==> config.mk <==
export PLATFORM = sky130hd
export DESIGN_NAME = sha256_round_ctrl
export DESIGN_NICKNAME = d
export VERILOG_FILES = /design/src/rtl/sha256_round_ctrl.sv
export SDC_FILE = /design/constraint.sdc
export NUM_CORES = 1
export LEC_CHECK = 0
export CAP_MARGIN = 20
export CORE_UTILIZATION = 37
export CTS_BUF_LIST = sky130_fd_sc_hd__clkbuf_2
export DETAILED_ROUTE_END_ITERATION = 10
export SLEW_MARGIN = 20
export SYNTH_ARGS = -nofsm -noshare
export SYNTH_HDL_FRONTEND = slang
export SYNTH_SLANG_ARGS = --single-unit
==> constraint.sdc <==
create_clock -name clk -period 5.2 [get_ports clk]
set_input_delay 1.3 -clock clk [delete_from_list [all_inputs] [get_ports clk]]
set_output_delay 1.3 -clock clk [all_outputs]
set_load 0.02 [all_outputs]
==> src/rtl/sha256_round_ctrl.sv <==
// Control sequencer for one SHA-256 compression datapath: message load, K streaming,
// 64 rounds, hash update and digest handoff, chained across blocks until the last one.
module sha256_round_ctrl #(
  parameter int unsigned NUM_ROUNDS      = 64,
  parameter int unsigned WORDS_PER_BLOCK = 16,
  parameter int unsigned CNT_W           = 16
) (
  input  logic             clk,
  input  logic             rst,
  input  logic             start,
  input  logic             abort,
  input  logic             msg_valid,
  input  logic             msg_last,
  output logic             msg_ready,
  output logic             w_load,
  output logic [3:0]       w_idx,
  output logic             hash_init,
  output logic             ena_K_reg,
  output logic             round_en,
  output logic [5:0]       round_idx,
  output logic             w_from_msg,
  output logic             hash_update,
  output logic             digest_valid,
  input  logic             digest_ready,
  output logic             busy,
  output logic [CNT_W-1:0] blk_count
);

  localparam logic [5:0] LAST_ROUND = 6'(NUM_ROUNDS - 1);
  localparam logic [3:0] LAST_WORD  = 4'(WORDS_PER_BLOCK - 1);
  localparam logic [5:0] MSG_ROUNDS = 6'(WORDS_PER_BLOCK);

  typedef enum logic [2:0] {
    IDLE   = 3'd0,
    LOAD   = 3'd1,
    PRIME  = 3'd2,
    ROUND  = 3'd3,
    UPDATE = 3'd4,
    DONE   = 3'd5
  } state_t;

  state_t           state, state_n;
  logic [3:0]       w_idx_n;
  logic [5:0]       round_idx_n;
  logic [CNT_W-1:0] blk_count_n;
  logic             last_flag, last_flag_n;

  // Next state and counters; abort overrides every normal transition.
  always_comb begin
    state_n     = state;
    w_idx_n     = w_idx;
    round_idx_n = round_idx;
    blk_count_n = blk_count;
    last_flag_n = last_flag;
    if (abort) begin
      state_n     = IDLE;
      w_idx_n     = 4'd0;
      round_idx_n = 6'd0;
      blk_count_n = '0;
      last_flag_n = 1'b0;
    end else begin
      case (state)
        IDLE: begin
          if (start) begin
            state_n     = LOAD;
            w_idx_n     = 4'd0;
            blk_count_n = '0;
          end
        end
        LOAD: begin
          if (msg_valid) begin
            if (w_idx == LAST_WORD) begin
              w_idx_n     = 4'd0;
              last_flag_n = msg_last;
              state_n     = PRIME;
            end else begin
              w_idx_n = w_idx + 4'd1;
            end
          end
        end
        PRIME: begin
          round_idx_n = 6'd0;
          state_n     = ROUND;
        end
        ROUND: begin
          if (round_idx == LAST_ROUND) begin
            round_idx_n = 6'd0;
            state_n     = UPDATE;
          end else begin
            round_idx_n = round_idx + 6'd1;
          end
        end
        UPDATE: begin
          blk_count_n = blk_count + CNT_W'(1);
          state_n     = last_flag ? DONE : LOAD;
        end
        DONE: begin
          if (digest_ready) begin
            last_flag_n = 1'b0;
            state_n     = IDLE;
          end
        end
        default: state_n = IDLE;
      endcase
    end
  end

  // State, counters and outputs registered from the next-state decode.
  always_ff @(posedge clk) begin
    if (rst) begin
      state        <= IDLE;
      w_idx        <= 4'd0;
      round_idx    <= 6'd0;
      blk_count    <= '0;
      last_flag    <= 1'b0;
      msg_ready    <= 1'b0;
      hash_init    <= 1'b0;
      ena_K_reg    <= 1'b0;
      round_en     <= 1'b0;
      w_from_msg   <= 1'b0;
      hash_update  <= 1'b0;
      digest_valid <= 1'b0;
      busy         <= 1'b0;
    end else begin
      state        <= state_n;
      w_idx        <= w_idx_n;
      round_idx    <= round_idx_n;
      blk_count    <= blk_count_n;
      last_flag    <= last_flag_n;
      msg_ready    <= (state_n == LOAD);
      hash_init    <= (state == IDLE) && (state_n == LOAD);
      // K_register clears its counter when enable drops, so keep it high PRIME through round 63
      ena_K_reg    <= (state_n == PRIME) || (state_n == ROUND);
      round_en     <= (state_n == ROUND);
      w_from_msg   <= (state_n == ROUND) && (round_idx_n < MSG_ROUNDS);
      hash_update  <= (state_n == UPDATE);
      digest_valid <= (state_n == DONE);
      busy         <= (state_n != IDLE);
    end
  end

  assign w_load = msg_valid & msg_ready;

endmodule
==> results of run 1 <==
cell type report:
| cell class | count | area [um2] | share of cell area |
|---|---|---|---|
| clock buffers | 5 | 25.02 | 0.01065 |
| inverters | 7 | 26.28 | 0.01118 |
| flip-flops and latches | 38 | 760.7 | 0.3237 |
| multi-input cells | 165 | 1040 | 0.4425 |
| well taps | 67 | 83.83 | 0.03568 |
| repair buffers | 41 | 410.4 | 0.1747 |
| clock inverters | 1 | 3.754 | 0.001597 |
metrics by stage:
| step | cell area, um2 | utilization | worst slack [ps] |
|---|---|---|---|
| finish | 2350 | 0.4910 | 1282 |
| global route | 2350 | 0.4910 | 1207 |
| CTS | 2350 | 0.4910 | 1274 |
| detailed placement | 2321 | 0.4850 | 1276 |
| global placement | 2321 | 0.4850 | 1280 |
| floorplan | 1864 | - | 2390 |
metal layers:
metal | routed length [um] | part of all wire | global-route usage
met1 | 2085 | 0.48 | 0.2327
met2 | 2049 | 0.47 | 0.2942
met3 | 190 | 0.043 | 0.04006
met4 | 46 | 0.011 | 0.06536
met5 | 0 | 0 | 0
logic make-up after synthesis:
family,after synthesis
and+or+nand+nor,105
AOI/OAI and AO/OA,51
DFF,38
buffers and inverters,16
muxes,6
adders and majority gates,3
worst min-delay path by stage:
stage / end / slack (ps) / depth (start not counted)
6_report: blk_count[15] / 510 / 2
3_5_place_dp: blk_count[15] / 490 / 2
4_1_cts: blk_count[15] / 510 / 2
5_1_grt: blk_count[15] / 530 / 2
3_3_place_gp: blk_count[15] / 480 / 2
2_1_floorplan: last_flag / 490 / 2
report_power, final:
part | switching, uW | internal (uW)
registers | 1.78 | 293
clock network | 91.3 | 26.8
logic | 18.2 | 11.7
Yosys cell counts, types with 3 or more instances:
cell type  count  area (um2)
a21oi_1       14       70.07
a31oi_1        5       31.28
buf_2          3       15.01
clkbuf_1       6       22.52
dfxtp_1       38       760.7
ha_1           3       37.54
inv_1          7       26.28
mux2i_1        4       40.04
nand2_1       21       78.83
nand3_1       17       85.08
nand3b_1       3       22.52
nand4_1        4       25.02
nor2_1        17       63.81
nor3_1         5       25.02
nor3b_1        3       22.52
o211ai_1       4       30.03
o21ai_0        7       35.03
o311ai_0       3       26.28
or3_1          9       56.30
or3b_1         3       26.28
or4_1          5       37.54
worst max-delay path, cell delays in order:
cell,delay (ps)
clkdlybuf4s50_1,570
and2_1,150
clkdlybuf4s50_1,590
==> flow_summary.ini, run 1 <==
[finish]
antenna_cells = 0
largest_register = blk_count
fin_nets = 268
largest_reg_flops = 16
reg_top3 = blk_count (16), round_idx (6), w_idx (4)
drive_gt1_frac = 0.05058
n_fill_cell = 461
fin_cells = 324
layout_common_cells = clkdlybuf4s50_1, dfxtp_1, nand2_1
area_delta_synth_final_pct = 26.04
mostFrequentLayoutCell = clkdlybuf4s50_1

[drt]
postRouteAntennaNets = 0
wl_um = 4372
drc = 0
initialDrtViolationCount = 105
vias_per_cell = 5.389
routedWlPerCell_um = 13.49
vias = 1746
drt_first_pass_iters = 4

[floorplanning]
core_area_mm2 = 0.004786
io_pins = 42
rows = 25
die-height_um = 72.99
start_util = 0.3895
die_w_um = 72.99
die_area_mm2 = 0.005327

[synthesis]
synthAdderAreaFrac = 0.02013
synthXorXnorAreaFrac = 0
synth_ff_type = dfxtp_1
yosysSeqAreaShare = 0.4081
ys_async_sr_fraction = 0
synth_fp_nets = 229
synth_warnings = 0
syn_inst = 219
synthSimpleGateAreaFrac = 0.3221
ys_ff_latch = 38
synth_compound_area_frac = 0.1819
synthMuxAreaShare = 0.03356
synth_edf_count = 0
synth_area_per_cell_um2 = 8.513
synth_area_mm2 = 0.001864
synth_top_family_by_area = simple AND/OR/NAND/NOR gates
ys_types = 47

[sta]
fin_hold_ws_ps = 507.1
fin_crit_sh = 0.7535
rsz0062_at_grt = false
slew-limit-headroom = 0.4656
setup_viol = 0
fin_tns_setup_ps = 0
fin_crit_ps = 3918
hold_violations = 0
max_freq_ghz = 0.2552
skew_ps = 15.24
worst_slew_pin_slew_ps = 798.6
drv_slew = 0

[cts]
cts_num_sinks = 38
hold_buffers = 0
cts_setup_buffers = 0
clk_pin_slew_worst_paths_ps = 170
cts_root_buffer = clkbuf_2
cts_tree = built
numCtsBuffers = 5
htreeDepth = 2
cts.repair.resized = 0
clockBufferDepth = 2
clock_latency_ps = 380

[worst_setup_path]
path_max_fanout = 7
worst-setup-path-type = input pin to output pin
r2r_cells = 4
r2r_end = blk_count[12]
arrival_ps = 2620
cp_data_required_time_ps = 3900
setup.worst_path.end = w_load
start_kind = input pin
end_kind = output pin
rr_startpoint = state[2]
cp-startpoint = msg_valid
r2r_setup_slack_ps = 3080

[grt]
grt_max_degree = 23
track_usage = 0.1803
gr-total-overflow = 0
grt_pass1_wl_um = 7465
grt_pass1_vias = 1610
antenna_found_initial = 0

[worst_hold_path]
hp-class = register to register
min_from = blk_count[15]

[placement]
place_congestion = 0.7729
portBuffers = 41
dp_hpwl_um = 3068
dpl.cell_count = 318

[power_and_ir_drop]
power_uw = 442.9
ir_drop_v = 0.0001177
power_density_mw_per_mm2 = 188.5
leakagePower_uw = 0.0007933

[status]
status = complete, no violations

[job]
max_cap_viol_count = 0
Power figures use the tool's default switching activity.
==> inputs of run 2 (changes only) <==
==> constraint.sdc (replaced) <==
create_clock -name clk -period 3.9 [get_ports clk]
set_input_delay 0.975 -clock clk [delete_from_list [all_inputs] [get_ports clk]]
set_output_delay 0.975 -clock clk [all_outputs]
set_load 0.02 [all_outputs]
==> run 2 against run 1 <==
Critical path depth unchanged. Critical endpoint unchanged. Clock skew hardly changed. Combinational power increased by 35%. Die area stayed put. Largest power group unchanged. Clock power rose by 42%. Count of clock-buffer cells in the layout up 2.
==> flow_summary.ini, run 2 (synthesis results as in run 1) <==
[drt]
postRouteAntennaNets = 0
routedWlPerCell_um = 13.48
wl_met3_um = 171
drt_first_pass_iters = 4
drc = 0
wl_um = 4395
drt-met1-wl_um = 2052
initialDrtViolationCount = 85
vias = 1755
vias_per_cell = 5.383
highest_layer = met4
dr_wl_met2_um = 2100

[sta]
fin_hold_ws_ps = 513.6
setup_viol = 0
hold_violations = 0
fin_crit_sh = 0.8427
slew-limit-headroom = 0.4786
skew_ps = 14.85
fin_tns_setup_ps = 0
worst_slew_pin_slew_ps = 780.5
drv_slew = 0
max_freq_ghz = 0.3043
rsz0062_at_grt = false
fin_crit_ps = 3287

[finish]
fin_cells = 326
mostFrequentLayoutCell = clkdlybuf4s50_1
layout_common_cells = clkdlybuf4s50_1, dfxtp_1, nand2_1
drive_gt1_frac = 0.06178
n_fill_cell = 477
area_delta_synth_final_pct = 26.78
antenna_cells = 0
fin_nets = 269
seqCellArea_um2 = 760.7
multiInputGateArea_mm2 = 0.001040
reg_top3 = blk_count (16), round_idx (6), w_idx (4)
largest_reg_flops = 16
largest_register = blk_count

[grt]
grt_max_degree = 23
track_usage = 0.1817
antenna_found_initial = 0
grt_pass1_wl_um = 7431
grt_pass1_vias = 1584
gr-total-overflow = 0

[status]
status = complete, no violations

[worst_setup_path]
rr_startpoint = state[2]
arrival_ps = 2310
start_kind = input pin
path_max_fanout = 7
r2r_cells = 4
cp_data_required_time_ps = 2920
end_kind = output pin
worst-setup-path-type = input pin to output pin
r2r_setup_slack_ps = 1770
r2r_end = blk_count[12]

[worst_hold_path]
min_to = blk_count[15]
min_delay_path_depth = 2
hp-class = register to register
min_from = blk_count[15]

[floorplanning]
die_w_um = 72.99
rows = 25
io_pins = 42
die-height_um = 72.99
core_area_mm2 = 0.004786
die_area_mm2 = 0.005327
start_util = 0.3895

[placement]
portBuffers = 41
place_congestion = 0.8137
dpl.cell_count = 319
dp_hpwl_um = 3143

[cts]
cts_setup_buffers = 0
cts_num_sinks = 38
cts_tree = built
clock_latency_ps = 380
hold_buffers = 0
htreeDepth = 2
cts.repair.resized = 0
clk_pin_slew_worst_paths_ps = 170
cts_root_buffer = clkbuf_2
numCtsBuffers = 5
clockBufferDepth = 2

[power_and_ir_drop]
leakagePower_uw = 0.0008051
ir_drop_v = 0.0001127
power_density_mw_per_mm2 = 254.5

[job]
max_cap_viol_count = 0
## run 2: cell types whose count changed in the layout (fill, tap and decap cells not counted)
cell	before	now
clkinv_1	1	0
buf_4	0	1
clkbuf_2	5	7
## run 2: final cells by class
| type | count | share of cell area |
|---|---|---|
| sequential | 38 | 0.3219 |
| inverter | 7 | 0.01112 |
| timing repair buffer | 42 | 0.1768 |
| multi-input combinational | 165 | 0.4399 |
| tap | 67 | 0.03547 |
| clock buffer | 7 | 0.01482 |
## run 2: routing by layer
layer / vias to the layer above / GRT usage
li1: 906 / -
met1: 803 / 0.2376
met2: 39 / 0.2912
met3: 7 / 0.04282
met4: 0 / 0.06536
met5: - / 0
## run 2: stage by stage
stage	utilization	setup WS [ps]	cell area [um2]	total power, uW
2_1_floorplan	-	1740	1864	423.3
5_1_grt	0.4939	562.8	2364	633.4
4_1_cts	0.4939	611.7	2364	612.4
6_report	0.4939	613.4	2364	601.5
3_5_place_dp	0.4865	615.1	2328	442.4
3_3_place_gp	0.4865	633.0	2328	442.4
## run 2: how the worst max path moves through the flow
stage / from / endpoint / slack, ps
after floorplan: msg_valid / w_load / 1740
after global routing: msg_valid / w_load / 560
after CTS: msg_valid / w_load / 610
after detailed placement: msg_valid / w_load / 620
after global placement: msg_valid / w_load / 630
final: msg_valid / w_load / 610
## run 2: report_power, final
| part | leakage [uW] | switching, uW | total [uW] | internal [uW] |
|---|---|---|---|---|
| clock | 0.0000291 | 121 | 168 | 46.7 |
| combinational | 0.000470 | 24.1 | 40.3 | 16.2 |
| sequential | 0.000307 | 2.47 | 393 | 391 |
## run 2: critical path: stages
cell and delay [ps]:
clkdlybuf4s50_1 580, and2_1 160, clkdlybuf4s50_1 590
